<file path="src/rtl/bram_arbiter.sv">
// bram_arbiter: two-requester round-robin front end for a single-clock byte-masked BRAM.
// Grants at most one access per cycle. Read data comes back one cycle after the handshake.
// Optional feature macro BRAM_ARB_CLEAR_EN: when defined, the RAM is zero-filled after
// reset before any request is accepted. When undefined, the arbiter starts directly in RUN.
module bram_arbiter #(
    parameter int unsigned ADDR_W = 8,
    parameter int unsigned DATA_W = 32,
    parameter int unsigned MASK_W = DATA_W / 8
) (
    input  logic              clock,
    input  logic              rst_n,
    // requester 0
    input  logic              req0_valid,
    output logic              req0_ready,
    input  logic              req0_we,
    input  logic [ADDR_W-1:0] req0_addr,
    input  logic [DATA_W-1:0] req0_wdata,
    input  logic [MASK_W-1:0] req0_wmask,
    output logic              resp0_valid,
    output logic [DATA_W-1:0] resp0_rdata,
    // requester 1
    input  logic              req1_valid,
    output logic              req1_ready,
    input  logic              req1_we,
    input  logic [ADDR_W-1:0] req1_addr,
    input  logic [DATA_W-1:0] req1_wdata,
    input  logic [MASK_W-1:0] req1_wmask,
    output logic              resp1_valid,
    output logic [DATA_W-1:0] resp1_rdata,
    // RAM side
    output logic [ADDR_W-1:0] raddr,
    output logic [ADDR_W-1:0] waddr,
    output logic [DATA_W-1:0] wdata,
    output logic [MASK_W-1:0] wmask,
    output logic              wren,
    input  logic [DATA_W-1:0] rdata,
    output logic              init_done
);

    logic              last;      // index of the most recently granted requester
    logic              rd_pend;   // a read was granted last cycle
    logic              rd_owner;  // requester that owns the pending read
    logic              run;
    logic              grant0;
    logic              grant1;
    logic              sel_we;
    logic [ADDR_W-1:0] sel_addr;
    logic [DATA_W-1:0] sel_wdata;
    logic [MASK_W-1:0] sel_wmask;

`ifdef BRAM_ARB_CLEAR_EN
    typedef enum logic {
        ST_CLEAR = 1'b0,
        ST_RUN   = 1'b1
    } state_t;

    state_t            state;
    state_t            state_nxt;
    logic [ADDR_W-1:0] clr_cnt;
    logic [ADDR_W-1:0] clr_cnt_nxt;

    // State register and clear-sweep address counter
    always_ff @(posedge clock or negedge rst_n) begin
        if (!rst_n) begin
            state   <= ST_CLEAR;
            clr_cnt <= '0;
        end else begin
            state   <= state_nxt;
            clr_cnt <= clr_cnt_nxt;
        end
    end

    assign run = (state == ST_RUN);
`else
    assign run = 1'b1;
`endif

    // Arbitration, RAM port drive and next-state; everything is held at 0 while in reset
    always_comb begin
        req0_ready = 1'b0;
        req1_ready = 1'b0;
        raddr      = '0;
        waddr      = '0;
        wdata      = '0;
        wmask      = '0;
        wren       = 1'b0;
        grant0     = 1'b0;
        grant1     = 1'b0;
        sel_we     = 1'b0;
        sel_addr   = '0;
        sel_wdata  = '0;
        sel_wmask  = '0;
`ifdef BRAM_ARB_CLEAR_EN
        state_nxt   = state;
        clr_cnt_nxt = clr_cnt;

        if (rst_n && !run) begin
            waddr       = clr_cnt;
            wdata       = '0;
            wmask       = '1;
            wren        = 1'b1;
            clr_cnt_nxt = clr_cnt + ADDR_W'(1);
            if (clr_cnt == '1) begin
                state_nxt = ST_RUN;
            end
        end
`endif
        if (rst_n && run) begin
            // On contention the requester that was not granted last wins
            grant0     = req0_valid & (~req1_valid | last);
            grant1     = req1_valid & (~req0_valid | ~last);
            req0_ready = grant0;
            req1_ready = grant1;

            sel_we    = grant1 ? req1_we    : req0_we;
            sel_addr  = grant1 ? req1_addr  : req0_addr;
            sel_wdata = grant1 ? req1_wdata : req0_wdata;
            sel_wmask = grant1 ? req1_wmask : req0_wmask;

            if (grant0 || grant1) begin
                if (sel_we) begin
                    waddr = sel_addr;
                    wdata = sel_wdata;
                    wmask = sel_wmask;
                    wren  = 1'b1;
                end else begin
                    raddr = sel_addr;
                end
            end
        end
    end

    // Round-robin pointer and read-response tracking
    always_ff @(posedge clock or negedge rst_n) begin
        if (!rst_n) begin
            last     <= 1'b1;
            rd_pend  <= 1'b0;
            rd_owner <= 1'b0;
        end else begin
            rd_pend  <= (grant0 & ~req0_we) | (grant1 & ~req1_we);
            rd_owner <= grant1;
            if (grant0) begin
                last <= 1'b0;
            end else if (grant1) begin
                last <= 1'b1;
            end
        end
    end

    assign resp0_valid = rd_pend & ~rd_owner;
    assign resp1_valid = rd_pend & rd_owner;
    assign resp0_rdata = rdata;
    assign resp1_rdata = rdata;
    assign init_done   = rst_n & run;

endmodule

</file>
<file path="config.mk">
export PLATFORM = sky130hd
export DESIGN_NAME = bram_arbiter
export DESIGN_NICKNAME = d
export VERILOG_FILES = /design/src/rtl/bram_arbiter.sv
export SDC_FILE = /design/constraint.sdc
export NUM_CORES = 1
export LEC_CHECK = 0
export CAP_MARGIN = 40
export CELL_PAD_IN_SITES_DETAIL_PLACEMENT = 1
export CELL_PAD_IN_SITES_GLOBAL_PLACEMENT = 2
export CORE_ASPECT_RATIO = 0.7
export CORE_UTILIZATION = 10
export CTS_CLUSTER_SIZE = 16
export DETAILED_ROUTE_END_ITERATION = 10
export HOLD_SLACK_MARGIN = 0.02
export PLACE_DENSITY_LB_ADDON = 0.1
export SETUP_SLACK_MARGIN = 0.05
export SYNTH_ARGS = -nofsm -noshare
export SYNTH_HDL_FRONTEND = slang
export SYNTH_SLANG_ARGS = --single-unit
</file>
<file path="constraint.sdc">
create_clock -name clock -period 1.55 [get_ports clock]
set_input_delay 0.31 -clock clock [delete_from_list [all_inputs] [get_ports clock]]
set_output_delay 0.31 -clock clock [all_outputs]
set_load 0.01 [all_outputs]
</file>
# After elaboration in Yosys (flattened, before gate mapping)
# Index checks and enable logic that the tools add are counted.
[word_totals] regBits=3 latchBits=0 ram_bits=0 mem_bits_ro=0 inputBits=126 out_inout_bits=122 wordCells=43 n_memories=0
[classes] add_sub_neg=0 multipliers=0 n_div=0 magnitude_cmp=0 n_eq_ne=0 n_shift=0 mux=23 bitwise=15 n_reduce_logical=2
[ops] op="32-bit two-way mux" count=4
[ops] op="8-bit two-way mux" count=7
[ops] op="4-bit two-way mux" count=4
[ops] op="1-bit two-way mux" count=8
[ops] op="1-bit AND" count=6
[ops] op="1-bit inverter" count=6
[ops] op="1-bit bitwise OR" count=3
[ops] op="2-bit nonzero test" count=1
[ops] op="1-bit logical OR" count=1

# Depth between registers and ports, before layout
[depth] depth_word=7 depth_mapped=5

# Worst setup path before layout
# No wires, ideal clock.
[synth_path] path_kind="register to output" startpoint="register last" endpoint="output port wmask[2]" t_arrival_ns=1.292 required_ns=1.240 slack_ns=-0.052 path_stages_with_launch=5 n_path_buf=1 cell_sequence="dfstp_2 > nand2b_1 > a32oi_4 > buf_6 > a21oi_1"
[synth_via] elab_chain_len=7 elab_cells_between_ends=11
[synth_rtl] element="start: declaration" line="40" text="logic last;"
[synth_rtl] element="start signal: assignment" line="136" text="last <= 1'b1;"
[synth_rtl] element="start signal: assignment" line="143" text="last <= 1'b0;"
[synth_rtl] element="start signal: assignment" line="145" text="last <= 1'b1;"
[synth_rtl] element="1-bit inverter" line="111" text="grant1 = req1_valid & (~req0_valid | ~last);"
[synth_rtl] element="1-bit bitwise OR" line="111"
[synth_rtl] element="1-bit AND" line="111"
[synth_rtl] element="4-bit two-way mux / 1-bit two-way mux (equally long branches)" line="118, 115"
[synth_rtl] element="4-bit two-way mux" line="121" text="if (sel_we) begin"
[synth_rtl] element="4-bit two-way mux *" line="120" text="if (grant0 || grant1) begin"
[synth_rtl] element="4-bit two-way mux *" line="108" text="if (rst_n && run) begin"
[synth_rtl] element="end: declaration" line="34" text="output logic [MASK_W-1:0] wmask,"
# Mark *: on every way between the ends. The rest lies on a longest branch, timed or not.

# Worst setup path in the final report
[layout_path] startpoint="register last" endpoint="output port wdata[2]"
[layout_via] elab_chain_len=7 elab_cells_between_ends=11
[layout_rtl] element="1-bit inverter" line="111"
[layout_rtl] element="1-bit bitwise OR" line="111"
[layout_rtl] element="1-bit AND" line="111"
[layout_rtl] element="32-bit two-way mux / 1-bit two-way mux (equally long branches)" line="117, 115"
[layout_rtl] element="32-bit two-way mux" line="121"
[layout_rtl] element="32-bit two-way mux *" line="120"
[layout_rtl] element="32-bit two-way mux *" line="108"
[layout_rtl] element="end: declaration" line="33" text="output logic [DATA_W-1:0] wdata,"
# Marks and branches as above.

==> results by group <==
STA
  • Final setup margin: -0.572 ns
  • Slew Limit Fails: 0
  • Setup TNS: -27.12 ns
  • Final hold violation count: 0
  • Fmax: 471 MHz
  • Worst-Margin Slew: 0.276 ns
  • Period Utilization, post-route: 137%
  • Slew headroom: 81.2%
  • RSZ-0062 raised after global routing: true
  • Setup Skew: 0.000766 ns
  • Minimum clock period: 2.12 ns
  • # setup viols final: 55

Clock network
  • Clk sinks: 3
  • Deepest clock path buffer count: 2
  • Num CTS Buffers: 3
  • Root Buffer: clkbuf_16
  • Clock-pin slew of the registers on the worst-case setup and hold paths: 0.03 ns
  • Later-pin clock latency in the skew report: 0.22 ns
  • TritonCTS clock tree: done
  • Hold_buf cts: 0
  • H-tree lvl count: 1

Critical path
  • Worst Path Required: 1.24 ns
  • Crit path DAT: 1.81 ns
  • CP Launch Type: register
  • Critical Path Fanout Max: 6
  • Critical path class: reg2out
  • CP endpoint kind: output port
  • Worst R2R Path Depth: 6

GRT
  • Grt ovf: 0
  • Vias in the first global route: 1980
  • Global-route wire length before repair: 11.0 mm
  • Initial antenna violation count: 1
  • Total GRT Usage: 9.80%
  • Largest net degree at the start of global routing: 19

Synth
  • Register area share after synthesis: 5.39%
  • Gate Count Post-Synth: 230
  • Fraction of registers with async set/reset: 100%
  • EDFF count, synth: 0
  • Register bit total from synthesis: 3
  • Synthesis Warnings: 0
  • Post-synthesis cell type count: 18
  • Post-Synthesis Cell Area: 1420 um^2
  • Most used DFF post-synth: dfrtp_1
  • Mean Syn Cell Area: 6.15 um^2
  • Top cell type's share of synthesized area: 38.2%
  • Synth area leaders: buf_4 38%, nand2_1 19%, a21oi_1 13%
  • Largest area contributor in the netlist: buf_4
  • Syn nets: 356
  • Synth cell count leaders: 72 x buf_4, 72 x nand2_1, 37 x a21oi_1

Floorplan
  • Top Ports: 248
  • Initial core utilization: 10.5%
  • Core Rows: 35
  • DIE AREA: 14600 um^2
  • Placeable Area: 13500 um^2
  • Die W: 144 um
  • Die Height: 102 um

Place
  • Hpwl dp: 5.51 mm
  • Placed cell count: 506
  • Gpl congestion: 0.668
  • PortBufs: 151
  • Pre-CTS setup slack: -1.01 ns

Power and ir drop
  • Tot Pwr: 0.00159 W
  • Power density cells: 488 nW/um^2
  • Worst IR Drop VDD: 0.344 mV
  • Leakage: 1.38 nW

Route
  • # DRC: 0
  • Routed wire length: 7.62 mm
  • Pre-antenna DRT Iters: 4
  • Vias per inst: 3.54
  • WL/cell: 14.5 um
  • Post-route ant nets: 0
  • Initial drt markers: 21
  • Vias: 1863

Final layout
  • Layout cells sized above 1: 43.4%
  • Area growth from synthesis to layout: 130%
  • Post-layout util: 24.2%
  • Nets: 468
  • # diodes: 0
  • Final Non-Filler Cells: 526
  • Filler cells: 1639

Run status
  • Run status: finished with violations
  • Failing checks: setup timing

Worst hold path
  • HP Class: in2async

Flow run
  • Max-Cap Viols: 0
-- logic make-up (layout without fill, tap and decap cells) --
family	count (synthesis)	in the layout	synth area share, %
and+or+nand+nor	97	97	27.3
buffers and inverters	80	191	43.5
AOI/OAI and AO/OA	42	42	18.1
muxes	8	8	5.66
DFF	3	3	5.39
-- layer usage --
metal  global-route usage, %  wire length (um)  vias to the layer above
met5                       0                13                        -
met4                   0.729                21                        2
met3                    5.48              1010                        9
met2                    15.3              3150                      108
met1                    12.2              3430                      840
li1                        -                 -                      904
-- cell usage in the layout (no fill, tap or decap), drive strengths merged, types with 2 or more instances in the layout --
cell / instances
dfrtp: 2
clkdlybuf4s15: 2
a32oi: 2
nand2: 72
inv: 2
nor2: 16
clkdlybuf4s50: 90
clkbuf: 6
dlygate4sd2: 10
mux2i: 8
nor2b: 3
buf: 80
a21oi: 37
and2: 4
-- report_power, final --
part | internal [W] | switching [W]
Sequential | 0.0000920 | 0.0000119
Combinational | 0.000622 | 0.000455
Clock | 0.000339 | 0.0000703
Total | 0.00105 | 0.000538
-- metrics by stage --
step,cell area (um^2),hold WS [ns]
5_1_grt,3260,0.151
6_report,3260,0.131
4_1_cts,3140,0.130
2_1_floorplan,1580,0.0144
3_3_place_gp,2930,0.558
3_5_place_dp,2930,0.581
-- registers in the layout (all words and copies together), names as in the netlist --
register / cells
rd_pend: 1
last: 1
rd_owner: 1
-- worst paths after layout --
path / from / end / slack, ns
min in group clock: rst_n / last / 0.55
max reg2reg: last / rd_owner / 0.07
min reg2reg: last / last / 0.58
max in group asynchronous: rst_n / last / 1.23
max: last / wdata[2] / -0.57
min: rst_n / rd_owner / 0.13
-- critical path: stages (launching register included) --
cell           delay [ns]
dfstp_2              0.58
a21boi_4             0.08
buf_6                0.13
a32oi_4              0.19
buf_6                0.15
buf_6                0.13
a21oi_1              0.05
dlygate4sd2_1        0.28
-- what timing repair did --
action | 4_1_cts | 5_1_grt
setup buffers | 9 | 3
pin swaps | 8 | 6
setup endpoints to repair | 58 | 55
gates cloned | 5 | 1
endpoints found under the hold margin | 0 | 0
gates resized for setup | 244 | 28
-- layout make-up --
type / count / area, um^2 / area share (%)
Clock buffer: 4 / 78.8 / 2.42
Multi-Input combinational cell: 147 / 1020 / 31.4
Timing Repair Buffer: 185 / 1840 / 56.4
Sequential cell: 3 / 76.3 / 2.34
Inverter: 2 / 10.0 / 0.307
Tap cell: 185 / 231 / 7.10
No activity file was read; power rests on OpenSTA's default activity.
